<file path="src/rtl/dm_arbiter.sv">
`default_nettype none
// +--------------------------------------------------------------------------+
// | dm_arbiter: two-requester arbiter and sequencer for the single-port DM.   |
// | Rev 1.0                                                                   |
// +--------------------------------------------------------------------------+
module dm_arbiter #(
  parameter int          DM_WORDS   = 3072,
  parameter logic [31:0] BASE_ADDR  = 32'h0000_0000,
  parameter bit          FIXED_PRIO = 1'b0
) (
  input  logic        clk,
  input  logic        reset,
  input  logic        m0_req,
  input  logic        m0_we,
  input  logic [1:0]  m0_op,
  input  logic        m0_ext,
  input  logic [31:0] m0_addr,
  input  logic [31:0] m0_wdata,
  output logic        m0_gnt,
  output logic        m0_rvalid,
  output logic [31:0] m0_rdata,
  output logic        m0_err,
  input  logic        m1_req,
  input  logic        m1_we,
  input  logic [1:0]  m1_op,
  input  logic        m1_ext,
  input  logic [31:0] m1_addr,
  input  logic [31:0] m1_wdata,
  output logic        m1_gnt,
  output logic        m1_rvalid,
  output logic [31:0] m1_rdata,
  output logic        m1_err,
  output logic        dm_we,
  output logic [31:0] dm_addr,
  output logic [31:0] dm_wdata,
  output logic [1:0]  dm_op,
  output logic        dm_ext,
  input  logic [31:0] dm_rd
);

  typedef enum logic [1:0] {
    ST_IDLE   = 2'd0,
    ST_ACCESS = 2'd1,
    ST_DONE   = 2'd2
  } state_t;

  localparam logic [31:0] c_span = 32'(4 * DM_WORDS);

  state_t      r_state;
  logic        r_rr_last;
  logic        r_win;
  logic        r_we;
  logic        r_err;

  logic        w_win;
  logic        w_we;
  logic        w_ext;
  logic        w_err;
  logic        w_misalign;
  logic [1:0]  w_op_raw;
  logic [1:0]  w_op;
  logic [31:0] w_addr;
  logic [31:0] w_wdata;
  logic [31:0] w_lane;
  logic [32:0] w_off;

  // w_win: 0 selects M0, 1 selects M1
  always_comb begin
    if (m0_req && m1_req) w_win = FIXED_PRIO ? 1'b0 : ~r_rr_last;
    else                  w_win = m1_req;
  end

  assign w_we     = w_win ? m1_we    : m0_we;
  assign w_ext    = w_win ? m1_ext   : m0_ext;
  assign w_addr   = w_win ? m1_addr  : m0_addr;
  assign w_wdata  = w_win ? m1_wdata : m0_wdata;
  assign w_op_raw = w_win ? m1_op    : m0_op;
  assign w_op     = (w_op_raw == 2'b11) ? 2'b00 : w_op_raw;

  // Borrow out of the offset flags addresses below the DM window.
  assign w_off = {1'b0, w_addr} - {1'b0, BASE_ADDR};

  always_comb begin
    w_misalign = 1'b0;
    w_lane     = w_wdata;
    case (w_op)
      2'b01: begin
        w_misalign = w_addr[0];
        w_lane     = {16'h0000, w_wdata[15:0]} << {w_addr[1], 4'b0000};
      end
      2'b10: begin
        w_lane     = {24'h000000, w_wdata[7:0]} << {w_addr[1:0], 3'b000};
      end
      default: begin
        w_misalign = |w_addr[1:0];
      end
    endcase
  end

  assign w_err = w_misalign | w_off[32] | (w_off[31:0] >= c_span);

  always_ff @(posedge clk or posedge reset) begin
    if (reset) begin
      r_state   <= ST_IDLE;
      r_rr_last <= 1'b1;
      r_win     <= 1'b0;
      r_we      <= 1'b0;
      r_err     <= 1'b0;
      m0_gnt    <= 1'b0;
      m1_gnt    <= 1'b0;
      m0_rvalid <= 1'b0;
      m1_rvalid <= 1'b0;
      m0_rdata  <= 32'h0;
      m1_rdata  <= 32'h0;
      m0_err    <= 1'b0;
      m1_err    <= 1'b0;
      dm_we     <= 1'b0;
      dm_addr   <= 32'h0;
      dm_wdata  <= 32'h0;
      dm_op     <= 2'b00;
      dm_ext    <= 1'b0;
    end else begin
      case (r_state)
        ST_IDLE: begin
          if (m0_req || m1_req) begin
            r_state   <= ST_ACCESS;
            r_rr_last <= w_win;
            r_win     <= w_win;
            r_we      <= w_we;
            r_err     <= w_err;
            m0_gnt    <= ~w_win;
            m1_gnt    <= w_win;
            dm_we     <= w_we & ~w_err;
            dm_addr   <= w_addr;
            dm_wdata  <= w_lane;
            dm_op     <= w_op;
            dm_ext    <= w_ext;
          end
        end
        ST_ACCESS: begin
          // The DM write commits at this edge; load data is captured here too.
          r_state   <= ST_DONE;
          m0_gnt    <= 1'b0;
          m1_gnt    <= 1'b0;
          dm_we     <= 1'b0;
          dm_addr   <= 32'h0;
          dm_wdata  <= 32'h0;
          dm_op     <= 2'b00;
          dm_ext    <= 1'b0;
          m0_rvalid <= ~r_win;
          m1_rvalid <= r_win;
          m0_err    <= ~r_win & r_err;
          m1_err    <= r_win & r_err;
          m0_rdata  <= (~r_win & ~r_we & ~r_err) ? dm_rd : 32'h0;
          m1_rdata  <= (r_win & ~r_we & ~r_err) ? dm_rd : 32'h0;
        end
        default: begin
          r_state   <= ST_IDLE;
          m0_rvalid <= 1'b0;
          m1_rvalid <= 1'b0;
          m0_rdata  <= 32'h0;
          m1_rdata  <= 32'h0;
          m0_err    <= 1'b0;
          m1_err    <= 1'b0;
        end
      endcase
    end
  end

endmodule
`default_nettype wire

</file>
<file path="config.mk">
export PLATFORM = sky130hd
export DESIGN_NAME = dm_arbiter
export DESIGN_NICKNAME = d
export VERILOG_FILES = /design/src/rtl/dm_arbiter.sv
export SDC_FILE = /design/constraint.sdc
export NUM_CORES = 1
export LEC_CHECK = 0
export BUFFER_PORTS_ARGS = -buffer_cell sky130_fd_sc_hd__buf_2
export CORE_AREA = 2 2 130 132
export DETAILED_ROUTE_END_ITERATION = 6
export DIE_AREA = 0 0 132 134
export PLACE_DENSITY = 0.73
export REMOVE_ABC_BUFFERS = 1
export SYNTH_ARGS = -nofsm -noshare
export SYNTH_HDL_FRONTEND = slang
export SYNTH_SLANG_ARGS = --single-unit
</file>
<file path="constraint.sdc">
create_clock -name clk -period 5.2 [get_ports clk]
set_input_delay 0.78 -clock clk [delete_from_list [all_inputs] [get_ports clk]]
set_output_delay 0.78 -clock clk [all_outputs]
set_load 0.01 [all_outputs]
</file>
==> summary.md <==
| Metric | Value |
|---|---|
| Slowest CP cell | buf_4 |
| Hold Vio Cnt, Final | 0 |
| Fin Clk Skew | 11.78 ps |
| Post-synthesis xor/xnor area fraction | 0 |
| Clock slew at reported path FFs | 60 ps |
| Root Driver | clkbuf_16 |
| DIE AREA | 17690 um^2 |
| Post-synth cell types | 42 |
| Global-route wire length before repair | 33530 um |
| End-of-flow core utilization | 0.5535 |
| Max-slew headroom | 0.3271 |
| Post_cts resized | 0 |
| Nets@finish | 1153 |
| Fmax | 0.3577 GHz |
| Fin crit share | 0.5377 |
| Routed via count | 6543 |
| Min Clock Period, post-route | 2796 ps |
| Top-area cell type share of the netlist area | 0.5298 |
| Adder-Cell Fraction of Synth Area | 0.005558 |
| Asr flop ratio synth | 1.000 |
| Setup Crit Path Kind | reg2reg |
| CP top delay family | buffers and inverters |
| Sw Share | 0.3798 |
| Crit path from | r_rr_last |
| # diodes | 0 |
| DR iter-0 viols | 442 |
| Num CTS Buffers | 17 |
| IO Pins | 310 |
| Hpwl dp | 14890 um |
| PwrDens | 472.0 nW/um^2 |
| Warnings from Yosys | 0 |
| Post-synthesis sequential area ratio | 0.5337 |
| Worst-Margin Slew | 1009 ps |
| P_sw | 0.001616 W |
| Fillers | 1508 |
| Post-synthesis simple-gate area fraction | 0.1502 |
| Mapped Avg Cell Area | 9.676 um^2 |
| Cells along the critical path | a21bo_4, buf_4, mux2i_1, or3_1, o31ai_1 |
| Crit path DAT | 3110 ps |
| Reg2reg start | r_rr_last |
| Synth-to-layout area growth | 33.49% |
| Fraction of layout cells with a size suffix above 1 | 0.3814 |
| Final Setup Violations | 0 |
| Hold Buf Count CTS | 0 |
| Number of synthesized register bits | 144 |
| Routed WL per cell | 17.45 um |
| Initial antenna violation count | 0 |
| Fin. max-slew vios | 0 |
| Worst hold path type | reg2reg |
| Top FF cell, synth | dfrtp_1 |
| Synth Area in Compound Gates | 0.1565 |
| Core Box Area | 16290 um^2 |
| Total congestion overflow | 0 |
| CTS H-tree lvls | 4 |
| DRC | 0 |
| EDFF count, synth | 0 |
| FP Rows | 47 |
| Dominant cell type by area after synthesis | dfrtp_1 |
| P_int | 0.002639 W |
| Vias in the first global route | 6355 |
| Pin count of the biggest net entering global routing | 113 |
| Port Buffers | 309 |
| Clk_lat worst skew | 420 ps |
| Chip width | 132 um |
| Critical path's largest stage delay | 650 ps |
| Unrepaired setup endpoints after global routing | no |
| Comb power frac | 0.344 |
| Syn Inst Count | 698 |
| Final ANT Viol Nets | 0 |
| GRT Util Overall | 0.2397 |
| Drt via density | 5.403 |
| CTS Sinks | 144 |
| Outcome | finished, final reports clean |
| Peak VDD IR | 0.2747 mV |
| MaxCap Viol Count | 0 |
| Reg power frac | 0.372 |
| Pleak | 4.636 nW |
| Post-Syn Area | 6754 um^2 |
| Clk pwr share | 0.284 |
| Wirelength, routed | 21130 um |
| Post CTS Setup Buffer Count | 0 |
| Post-synthesis mux area share | 0.1126 |
| Crit end category | flop |
| Post-Route Setup TNS | 0 ps |
| Clock buffer depth | 2 |
| CP startpoint kind | flop |
| GP Congestion | 0.8594 |
| Crit-path max FO | 51 |
| Die Y | 134 um |
| CTS tree | yes |
| Starting Density | 0.4146 |
| Area contributors post-synth | dfrtp_1 53%, mux2i_1 8.6%, nand2_1 7.7% |
| Worst Path Required | 5520 ps |
| Hold path startpoint | dm_addr[19] |
| 1st-pass router iterations | 4 |
| Main combinational cell family by area after synthesis | compound AO/OA/AOI/OAI gates |
| Number of buffers and inverters on the critical path | 1 |
through the flow:
| stage | total power, W | setup slack, ps | hold slack (ps) | cells | cell area [um^2] |
|---|---|---|---|---|---|
| 2_1_floorplan | 0.002377 | 555.4 | 474.3 | 640 | 6497 |
| 6_report | 0.004256 | 2404 | 470.6 | 1211 | 9016 |
| 3_5_place_dp | 0.003073 | 2076 | 464.8 | 1179 | 8431 |
| 3_3_place_gp | 0.003043 | 2184 | 456.6 | 1179 | 8431 |
| 4_1_cts | 0.004292 | 2418 | 477.9 | 1211 | 9016 |
| 5_1_grt | 0.004516 | 2232 | 502.5 | 1211 | 9016 |
power by group through the flow:
stage	combinational (W)	sequential, W	clock [W]
2_1_floorplan	0.000598	0.00178	0
3_3_place_gp	0.00145	0.00159	0
3_5_place_dp	0.00148	0.00159	0
4_1_cts	0.00148	0.00158	0.00123
5_1_grt	0.00162	0.00161	0.00128
6_report	0.00146	0.00158	0.00121
worst register-to-register path, stage by stage (launching register included):
cell,delay (ps)
dfstp_2,610
a21bo_4,170
buf_4,650
mux2i_1,280
or3_1,650
o31ai_1,340
sequential cells by signal (all words and copies together), names as in the netlist, 2 cells and up:
register,count
dm_addr,32
dm_op,2
dm_wdata,32
m0_rdata,32
m1_rdata,32
r_state,2
layout make-up:
type / count / area [um^2] / share of cell area
multi-input cells: 490 / 2899 / 0.3215
inverters: 6 / 27.53 / 0.003053
clock buffers: 22 / 474.2 / 0.05260
flip-flops and latches: 144 / 3607 / 0.4001
well taps: 220 / 275.3 / 0.03053
repair buffers: 319 / 1622 / 0.1799
clock inverters: 10 / 111.4 / 0.01235
layer usage:
metal | vias to the layer above | routed length [um] | GRT usage | part of all wire
met5 | - | 0 | 0 | 0
met4 | 0 | 469 | 0.08635 | 0.022
met3 | 29 | 1643 | 0.06500 | 0.078
met2 | 335 | 10300 | 0.3889 | 0.49
met1 | 3134 | 8722 | 0.3101 | 0.41
li1 | 3045 | - | - | -
final timing paths:
check | endpoint | slack [ps] | cells after the start
max in group asynchronous | r_state[0] | 3510 | 3
hold / removal | dm_addr[19] | 470 | 2
min in group asynchronous | m1_rdata[0] | 580 | 2
setup / recovery | dm_wdata[16] | 2400 | 5
setup reg to reg | dm_wdata[16] | 2400 | 5
hold reg to reg | dm_addr[19] | 470 | 2
cell usage in the layout, fill, tap and decap left out, types with 2 or more instances in the layout:
cell and count:
ha_1 3, o221ai_1 9, clkinvlp_4 3, o31ai_1 8, dfrtp_2 2, mux2_2 16
a22o_1 3, dfrtp_1 141, clkinv_2 4, o21ai_0 53, a22oi_1 25, or2_2 2
a211oi_1 2, clkbuf_8 3, inv_1 3, nor2_1 7, buf_2 309, a21oi_1 69
buf_4 10, bufinv_16 2, inv_6 2, clkbuf_1 2, mux2i_1 58, nand2_1 139
nand3_1 68, a31oi_1 2, nand4_1 2, nor4_1 8, clkbuf_16 17
synthesized netlist by cell type, types with 2 or more instances:
cell,number
a211oi_1,2
a21o_1,2
a21oi_1,69
a22o_1,3
a22oi_1,25
a31oi_1,2
buf_1,3
buf_2,7
buf_4,2
buf_6,3
clkbuf_1,43
dfrtp_1,143
ha_1,3
inv_1,4
mux2_2,16
mux2i_1,58
nand2_1,139
nand3_1,68
nand4_1,2
nor2_1,7
nor4_1,8
o21ai_0,53
o221ai_1,9
o31ai_1,8
or2_2,2
logic make-up (layout without fill, tap and decap cells):
kind of cell               Yosys count  in the layout
DFF                                144            144
muxes                               74             74
AOI/OAI and AO/OA                  179            179
adders and majority gates            3              3
buffers and inverters               64            357
and+or+nand+nor                    234            234
No activity file was read; power rests on OpenSTA's default activity.
